--- config.mk ---
export PLATFORM = sky130hd
export DESIGN_NAME = block_shifter_arbiter
export DESIGN_NICKNAME = d
export VERILOG_FILES = /design/src/rtl/block_shifter_pkg.sv /design/src/rtl/block_shifter_arbiter_rr_pick2.sv /design/src/rtl/block_shifter_arbiter.sv
export SDC_FILE = /design/constraint.sdc
export NUM_CORES = 1
export LEC_CHECK = 0
export CAP_MARGIN = 20
export CORE_AREA = 2 2 232 234
export DETAILED_ROUTE_END_ITERATION = 12
export DIE_AREA = 0 0 234 236
export GPL_TIMING_DRIVEN = 0
export HOLD_SLACK_MARGIN = 0.12
export PLACE_DENSITY_LB_ADDON = 0.15
export SYNTH_ARGS = -nofsm -noshare
export SYNTH_HDL_FRONTEND = slang
export SYNTH_SLANG_ARGS = --single-unit
--- constraint.sdc ---
create_clock -name clk -period 4.7 [get_ports clk]
set_input_delay 0.47 -clock clk [delete_from_list [all_inputs] [get_ports clk]]
set_output_delay 0.47 -clock clk [all_outputs]
set_load 0.005 [all_outputs]
--- src/rtl/block_shifter_pkg.sv ---
// Shared types and constants for the two-lane block shifter arbiter.
package block_shifter_pkg;

  localparam int unsigned BLOCK_SIZE     = 64;
  localparam int unsigned MAX_NUM_BLOCKS = 1;
  localparam int unsigned LANE_W         = BLOCK_SIZE * MAX_NUM_BLOCKS;
  localparam int unsigned NUM_W          = 32;

  typedef struct packed {
    logic [LANE_W-1:0] data;
    logic [NUM_W-1:0]  num;
    logic              last;
  } lane_t;

  typedef enum logic [1:0] {
    RUN   = 2'd0,
    FLUSH = 2'd1,
    DONE  = 2'd2
  } arb_state_e;

  // Oversized block counts are limited to what one lane can carry.
  function automatic logic [NUM_W-1:0] clamp_num(input logic [NUM_W-1:0] n);
    return (n > NUM_W'(MAX_NUM_BLOCKS)) ? NUM_W'(MAX_NUM_BLOCKS) : n;
  endfunction

endpackage

--- src/rtl/block_shifter_arbiter_rr_pick2.sv ---
// Round-robin picker: first two set bits of i_req at or after i_ptr, plus the
// pointer that follows the last grant in round-robin order.
module block_shifter_arbiter_rr_pick2 #(
  parameter int unsigned NUM_REQ = 4
) (
  input  logic [NUM_REQ-1:0]         i_req,
  input  logic [$clog2(NUM_REQ)-1:0] i_ptr,
  output logic [NUM_REQ-1:0]         o_gnt0,
  output logic [NUM_REQ-1:0]         o_gnt1,
  output logic                       o_vld0,
  output logic                       o_vld1,
  output logic [$clog2(NUM_REQ)-1:0] o_next_ptr
);

  localparam int unsigned PW = $clog2(NUM_REQ);

  always_comb begin
    int unsigned idx;
    o_gnt0     = '0;
    o_gnt1     = '0;
    o_vld0     = 1'b0;
    o_vld1     = 1'b0;
    o_next_ptr = i_ptr;
    idx        = 0;
    for (int unsigned k = 0; k < NUM_REQ; k++) begin
      idx = (32'(i_ptr) + k) % NUM_REQ;
      if (i_req[PW'(idx)]) begin
        if (!o_vld0) begin
          o_gnt0[PW'(idx)] = 1'b1;
          o_vld0           = 1'b1;
          o_next_ptr       = (idx + 1 == NUM_REQ) ? '0 : PW'(idx + 1);
        end else if (!o_vld1) begin
          o_gnt1[PW'(idx)] = 1'b1;
          o_vld1           = 1'b1;
          o_next_ptr       = (idx + 1 == NUM_REQ) ? '0 : PW'(idx + 1);
        end
      end
    end
  end

endmodule

--- src/rtl/block_shifter_arbiter.sv ---
// Grants up to two block producers per cycle onto the shifter's two lanes and
// merges their end-of-stream flags so the shifter sees exactly one final beat.
module block_shifter_arbiter
  import block_shifter_pkg::*;
#(
  parameter int unsigned NUM_REQ = 4
) (
  input  logic                             clk,
  input  logic                             rst_n,
  input  logic [NUM_REQ-1:0]               req_valid,
  output logic [NUM_REQ-1:0]               req_ready,
  input  logic [NUM_REQ-1:0][LANE_W-1:0]   req_data,
  input  logic [NUM_REQ-1:0][NUM_W-1:0]    req_num,
  input  logic [NUM_REQ-1:0]               req_last,
  input  logic [1:0]                       sh_in_ready,
  output logic [1:0]                       sh_in_valid,
  output logic [1:0][LANE_W-1:0]           sh_in_data,
  output logic [1:0][NUM_W-1:0]            sh_in_num,
  output logic [1:0]                       sh_in_last,
  output logic                             done,
  output logic                             num_err
);

  localparam int unsigned PW = $clog2(NUM_REQ);

  arb_state_e          r_state;
  arb_state_e          w_state_nxt;
  logic [NUM_REQ-1:0]  r_done_mask;
  logic [PW-1:0]       r_rr_ptr;
  lane_t [1:0]         r_lane;
  logic [1:0]          r_valid;
  logic                r_done;
  logic                r_num_err;

  logic [NUM_REQ-1:0]  w_cand;
  logic [NUM_REQ-1:0]  w_gnt0;
  logic [NUM_REQ-1:0]  w_gnt1;
  logic                w_vld0;
  logic                w_vld1;
  logic [PW-1:0]       w_next_ptr;
  logic [NUM_REQ-1:0]  w_granted;
  logic [NUM_REQ-1:0]  w_granted_last;
  logic                w_load;
  logic                w_final;
  logic                w_xfer;
  logic                w_done_nxt;
  logic                w_over;
  lane_t [1:0]         w_sel;

  assign w_cand = req_valid & ~r_done_mask;

  block_shifter_arbiter_rr_pick2 #(
    .NUM_REQ (NUM_REQ)
  ) u_pick (
    .i_req      (w_cand),
    .i_ptr      (r_rr_ptr),
    .o_gnt0     (w_gnt0),
    .o_gnt1     (w_gnt1),
    .o_vld0     (w_vld0),
    .o_vld1     (w_vld1),
    .o_next_ptr (w_next_ptr)
  );

  assign w_load         = (r_state == RUN) && (!(|r_valid) || (&sh_in_ready));
  assign w_xfer         = &sh_in_ready;
  assign w_granted      = w_gnt0 | w_gnt1;
  assign w_granted_last = w_granted & req_last;
  assign w_final        = w_load && (&(r_done_mask | w_granted_last));
  // Combinational handshake back to the producers.
  assign req_ready      = w_load ? w_granted : '0;

  // Lane payload mux; last is broadcast to both lanes on the final load only.
  always_comb begin
    w_sel  = '0;
    w_over = 1'b0;
    for (int unsigned i = 0; i < NUM_REQ; i++) begin
      if (w_gnt0[i]) begin
        w_sel[0].data = req_data[i];
        w_sel[0].num  = clamp_num(req_num[i]);
        if (req_num[i] > NUM_W'(MAX_NUM_BLOCKS)) w_over = 1'b1;
      end
      if (w_gnt1[i]) begin
        w_sel[1].data = req_data[i];
        w_sel[1].num  = clamp_num(req_num[i]);
        if (req_num[i] > NUM_W'(MAX_NUM_BLOCKS)) w_over = 1'b1;
      end
    end
    w_sel[0].last = w_final;
    w_sel[1].last = w_final;
  end

  always_ff @(posedge clk) begin
    if (!rst_n) r_state <= RUN;
    else        r_state <= w_state_nxt;
  end

  always_comb begin
    w_state_nxt = r_state;
    w_done_nxt  = 1'b0;
    case (r_state)
      RUN:     if (w_final) w_state_nxt = FLUSH;
      FLUSH:   if (w_xfer)  w_state_nxt = DONE;
      DONE:    w_state_nxt = RUN;
      default: w_state_nxt = RUN;
    endcase
    w_done_nxt = (w_state_nxt == DONE);
  end

  always_ff @(posedge clk) begin
    if (!rst_n) begin
      r_lane      <= '0;
      r_valid     <= '0;
      r_done_mask <= '0;
      r_rr_ptr    <= '0;
      r_done      <= 1'b0;
      r_num_err   <= 1'b0;
    end else begin
      r_done <= w_done_nxt;
      if (w_load) begin
        r_lane      <= w_sel;
        r_valid     <= {w_vld1, w_vld0};
        r_done_mask <= r_done_mask | w_granted_last;
        if (w_vld0) r_rr_ptr <= w_next_ptr;
        if (w_over) r_num_err <= 1'b1;
      end else if ((r_state == FLUSH) && w_xfer) begin
        r_lane  <= '0;
        r_valid <= '0;
      end else if (r_state == DONE) begin
        r_done_mask <= '0;
        r_rr_ptr    <= '0;
      end
    end
  end

  assign sh_in_valid   = r_valid;
  assign sh_in_data[0] = r_lane[0].data;
  assign sh_in_data[1] = r_lane[1].data;
  assign sh_in_num[0]  = r_lane[0].num;
  assign sh_in_num[1]  = r_lane[1].num;
  assign sh_in_last    = {r_lane[1].last, r_lane[0].last};
  assign done          = r_done;
  assign num_err       = r_num_err;

endmodule
==> metrics.md <==
| Metric | Value |
|---|---|
| Outcome | completed |
| Largest net degree at the start of global routing | 20 |
| Dpl cells | 2,514 |
| Combinational Power Share | 0.645 |
| Hold-fix buffers, CTS | 0 |
| Remaining global-route overflow | 0 |
| Core Util, Final | 0.368 |
| F_max | between 200 and 250 MHz |
| CP Launch Type | register |
| CTS buffer count | 26 |
| Iter 0 DRT Violations | approximately 910 |
| Routed Antenna Nets | 0 |
| CTS root buf | clkbuf_16 |
| Crit. path cell count | 12 |
| Worst-margin pin slew | 1.03 ns |
| Synth cell count leaders | dfxtp_1 (205), nor2_1 (140), a32oi_1 (131) |
| Slew headroom | 0.313 |
| Final Max Slew Viols | 0 |
| Initial antenna violation count | 15 |
| NumNets Final | about 2,300 |
| Die Y | between 200 and 250 um |
| Setup Slack @ Placement | -0.535 ns |
| Crit-path cells | inv_1 -> clkbuf_4 -> ha_1 -> and4bb_2 -> o41ai_4 -> mux2i_1 -> mux2i_1 -> o21ai_2 -> clkbuf_4 -> nand2b_1 -> and2_1 -> clkdlybuf4s50_1 |
| Clock sinks | a little over 200 |
| Ys flop type | dfxtp_1 |
| Cell family with the largest share of critical-path delay | buffers and inverters |
| CP max stage delay | ~0.47 ns |
| Hold depth | 1 |
| PD cells | roughly 650 nW/um^2 |
| Final hold violations | 0 |
| Post-synth EDFFs | 0 |
| H-tree levels | 1 |
| Clock power frac | 0.170 |
| Hold WC Path Type | register to register |
| Gate count of the mapped netlist | ~1,200 |
| Critical-path maximum fanout | 12 |
| Rows | between 80 and 90 |
| TritonCTS clock tree | yes |
| CP required | approximately 4.2 ns |
| Worst path slowest cell | clkdlybuf4s50_1 |
| Port buffer count | about 600 |
| Clock Tree Buf Depth | 3 |
| Post-Syn Area | about 12,000 sq um |
| First-pass GRT wire length | approximately 97,000 um |
| Area leader, netlist | dfxtp_1 |
| Max cap viols | 0 |
| Sw Ratio | 0.479 |
| CTS clk-pin slew, worst paths | about 0.06 ns |
| I/O Pins | around 600 |
| Synth top area cells | dfxtp_1 (36%), a32oi_1 (9.9%), a221oi_2 (7.9%) |
| CORE AREA | about 53,000 sq um |
| Vias in the first global route | approximately 14,000 |
| Final Worst Setup Slack | approximately 0.15 ns |
| Share of cells above drive strength 1 | 0.139 |
| Synth warn | 0 |
| Non-Filler Instances | between 2,000 and 3,000 |
| Yosys reg bits | 205 |
| Post-synthesis sequential area ratio | 0.355 |
| Cell internal pwr | ~6.6 mW |
| Async SR Flop Fraction | 0 |
| DRC Markers | 0 |
| WL final | around 69,000 um |
| Area Overhead vs Synth | 68.9% |
| Arrival time worst endpoint | between 4 and 5 ns |
| CP Buf/Inv Count | 4 |
| Top-count cell post-synth | dfxtp_1 |
| Starting density of the core | 0.218 |
| NetSw | roughly 6.1 mW |
| Part of the cycle the worst path needs | 0.968 |
| Mapped Nets | roughly 1,600 |
| RSZ-0062 raised after global routing | true |
| WL per Instance | approximately 27 um |
| Drt first pass iters | 5 |
| Placer Congestion | between 0.9 and 1 |
| Max Clock Skew | roughly 0.013 ns |
| Dpl hpwl | 53,500 um |
| Die Area | 55,200 sq um |
| Via count | between 10,000 and 15,000 |
| Final Critical Period | between 4 and 5 ns |
| CP Class | register to output pin |
| Vias/cell | 5.28 |
| Die W | around 230 um |
| Leakage | approximately 7.0 nW |
| Count of cell types in the netlist | between 60 and 70 |
| Worst R2R Path Depth | 13 |
| Avg Cell Area, Syn | about 9.5 sq um |
| Clk_lat worst skew | about 0.57 ns |
| Final setup fails | 0 |
| All-Layer GR Usage | 0.239 |
| Synth top area share | 0.355 |
| Crit end category | output pin |
| Max VDD drop | 0.287 mV |
| Seq pwr share | 0.185 |
## power by group through the flow
stage / Clock (mW) / Combinational, mW / Sequential, mW
after floorplan: 0 / 4.73 / 2.33
after global placement: 0 / 8.00 / 2.37
after detailed placement: 0 / 8.04 / 2.37
after CTS: 2.21 / 8.16 / 2.34
after global routing: 2.26 / 8.71 / 2.38
final: 2.15 / 8.17 / 2.35
## state kept, by name, indices dropped and copies added (netlist names)
signal	cells
r_done_mask	4
r_state	2
r_rr_ptr	2
sh_in_num	64
sh_in_data	128
done	1
sh_in_valid	2
num_err	1
sh_in_last	1
## layer usage
| layer | vias up | global-route usage | wire (um) |
|---|---|---|---|
| met5 | - | 0 | 58 |
| met3 | 108 | 0.0647 | 6040 |
| met1 | 6633 | 0.302 | 28600 |
| met2 | 693 | 0.393 | 32700 |
| li1 | 6151 | - | - |
| met4 | 8 | 0.0759 | 1860 |
## worst paths after layout
check | startpoint | to | slack (ns)
setup / recovery | r_rr_ptr[0] | req_ready[0] | 0.15
hold / removal | sh_in_num[26] | sh_in_num[26] | 0.45
hold reg to reg | sh_in_num[26] | sh_in_num[26] | 0.45
setup reg to reg | r_rr_ptr[0] | sh_in_data[34] | 0.50
## kinds of logic (layout without fill, tap and decap cells)
logic type / count (synthesis) / after routing / share of synthesized area
compound gates: 468 / 468 / 0.381
fa+ha+maj: 5 / 5 / 0.00542
buf+inv: 148 / 797 / 0.0719
flops: 205 / 205 / 0.355
mux: 8 / 8 / 0.0116
other cells: 0 / 10 / 0
simple gates: 386 / 386 / 0.175
## worst reg2reg max path, cell delays in order (launching register included)
cell and delay, ns:
dfxtp_4 0.42, inv_1 0.10, clkbuf_4 0.21, ha_1 0.35, buf_4 0.20, mux4_2 0.30
clkbuf_2 0.27, nand3_1 0.11, a31oi_1 0.27, a31o_2 0.29, clkbuf_1 0.80, clkbuf_4 0.47
a221oi_2 0.11, o31ai_2 0.22
## cell usage in the layout, fill, tap and decap left out, drive strengths merged, types with 29 or more instances in the layout
cell type / netlist / routed
clkdlybuf4s50: 0 / 596
dfxtp: 205 / 205
nor2: 141 / 141
a32oi: 131 / 131
o31ai: 130 / 130
clkbuf: 85 / 122
a211oi: 68 / 68
a221oi: 67 / 67
and3: 65 / 65
and2: 65 / 65
buf: 55 / 60
nand2: 30 / 30
nor4: 29 / 29
## final cells by class
class	instances	area [sq um]
well taps	696	871
clock inverters	10	139
fillers	5401	33600
diodes	10	25.0
clock buffers	38	766
plain buffers	138	833
inverters	8	30.0
multi-input cells	867	6690
repair buffers	603	6040
flip-flops and latches	205	4110
## repair_timing
action,CTS,global route
pin swaps,2,1
buffers inserted,3,1
setup endpoints to repair,27,4
resized for setup,26,10
## per-stage QoR
stage	hold slack (ns)	total power, mW	cell area [sq um]	TNS (ns)
finish	0.454	12.7	19500	0
global placement	0.442	10.4	18400	-23.33
detailed placement	0.443	10.4	18400	-1.53
floorplan	0.455	7.06	11500	0
CTS	0.462	12.7	19400	0
global route	0.468	13.3	19500	-0.0579
Power figures use the tool's default switching activity.
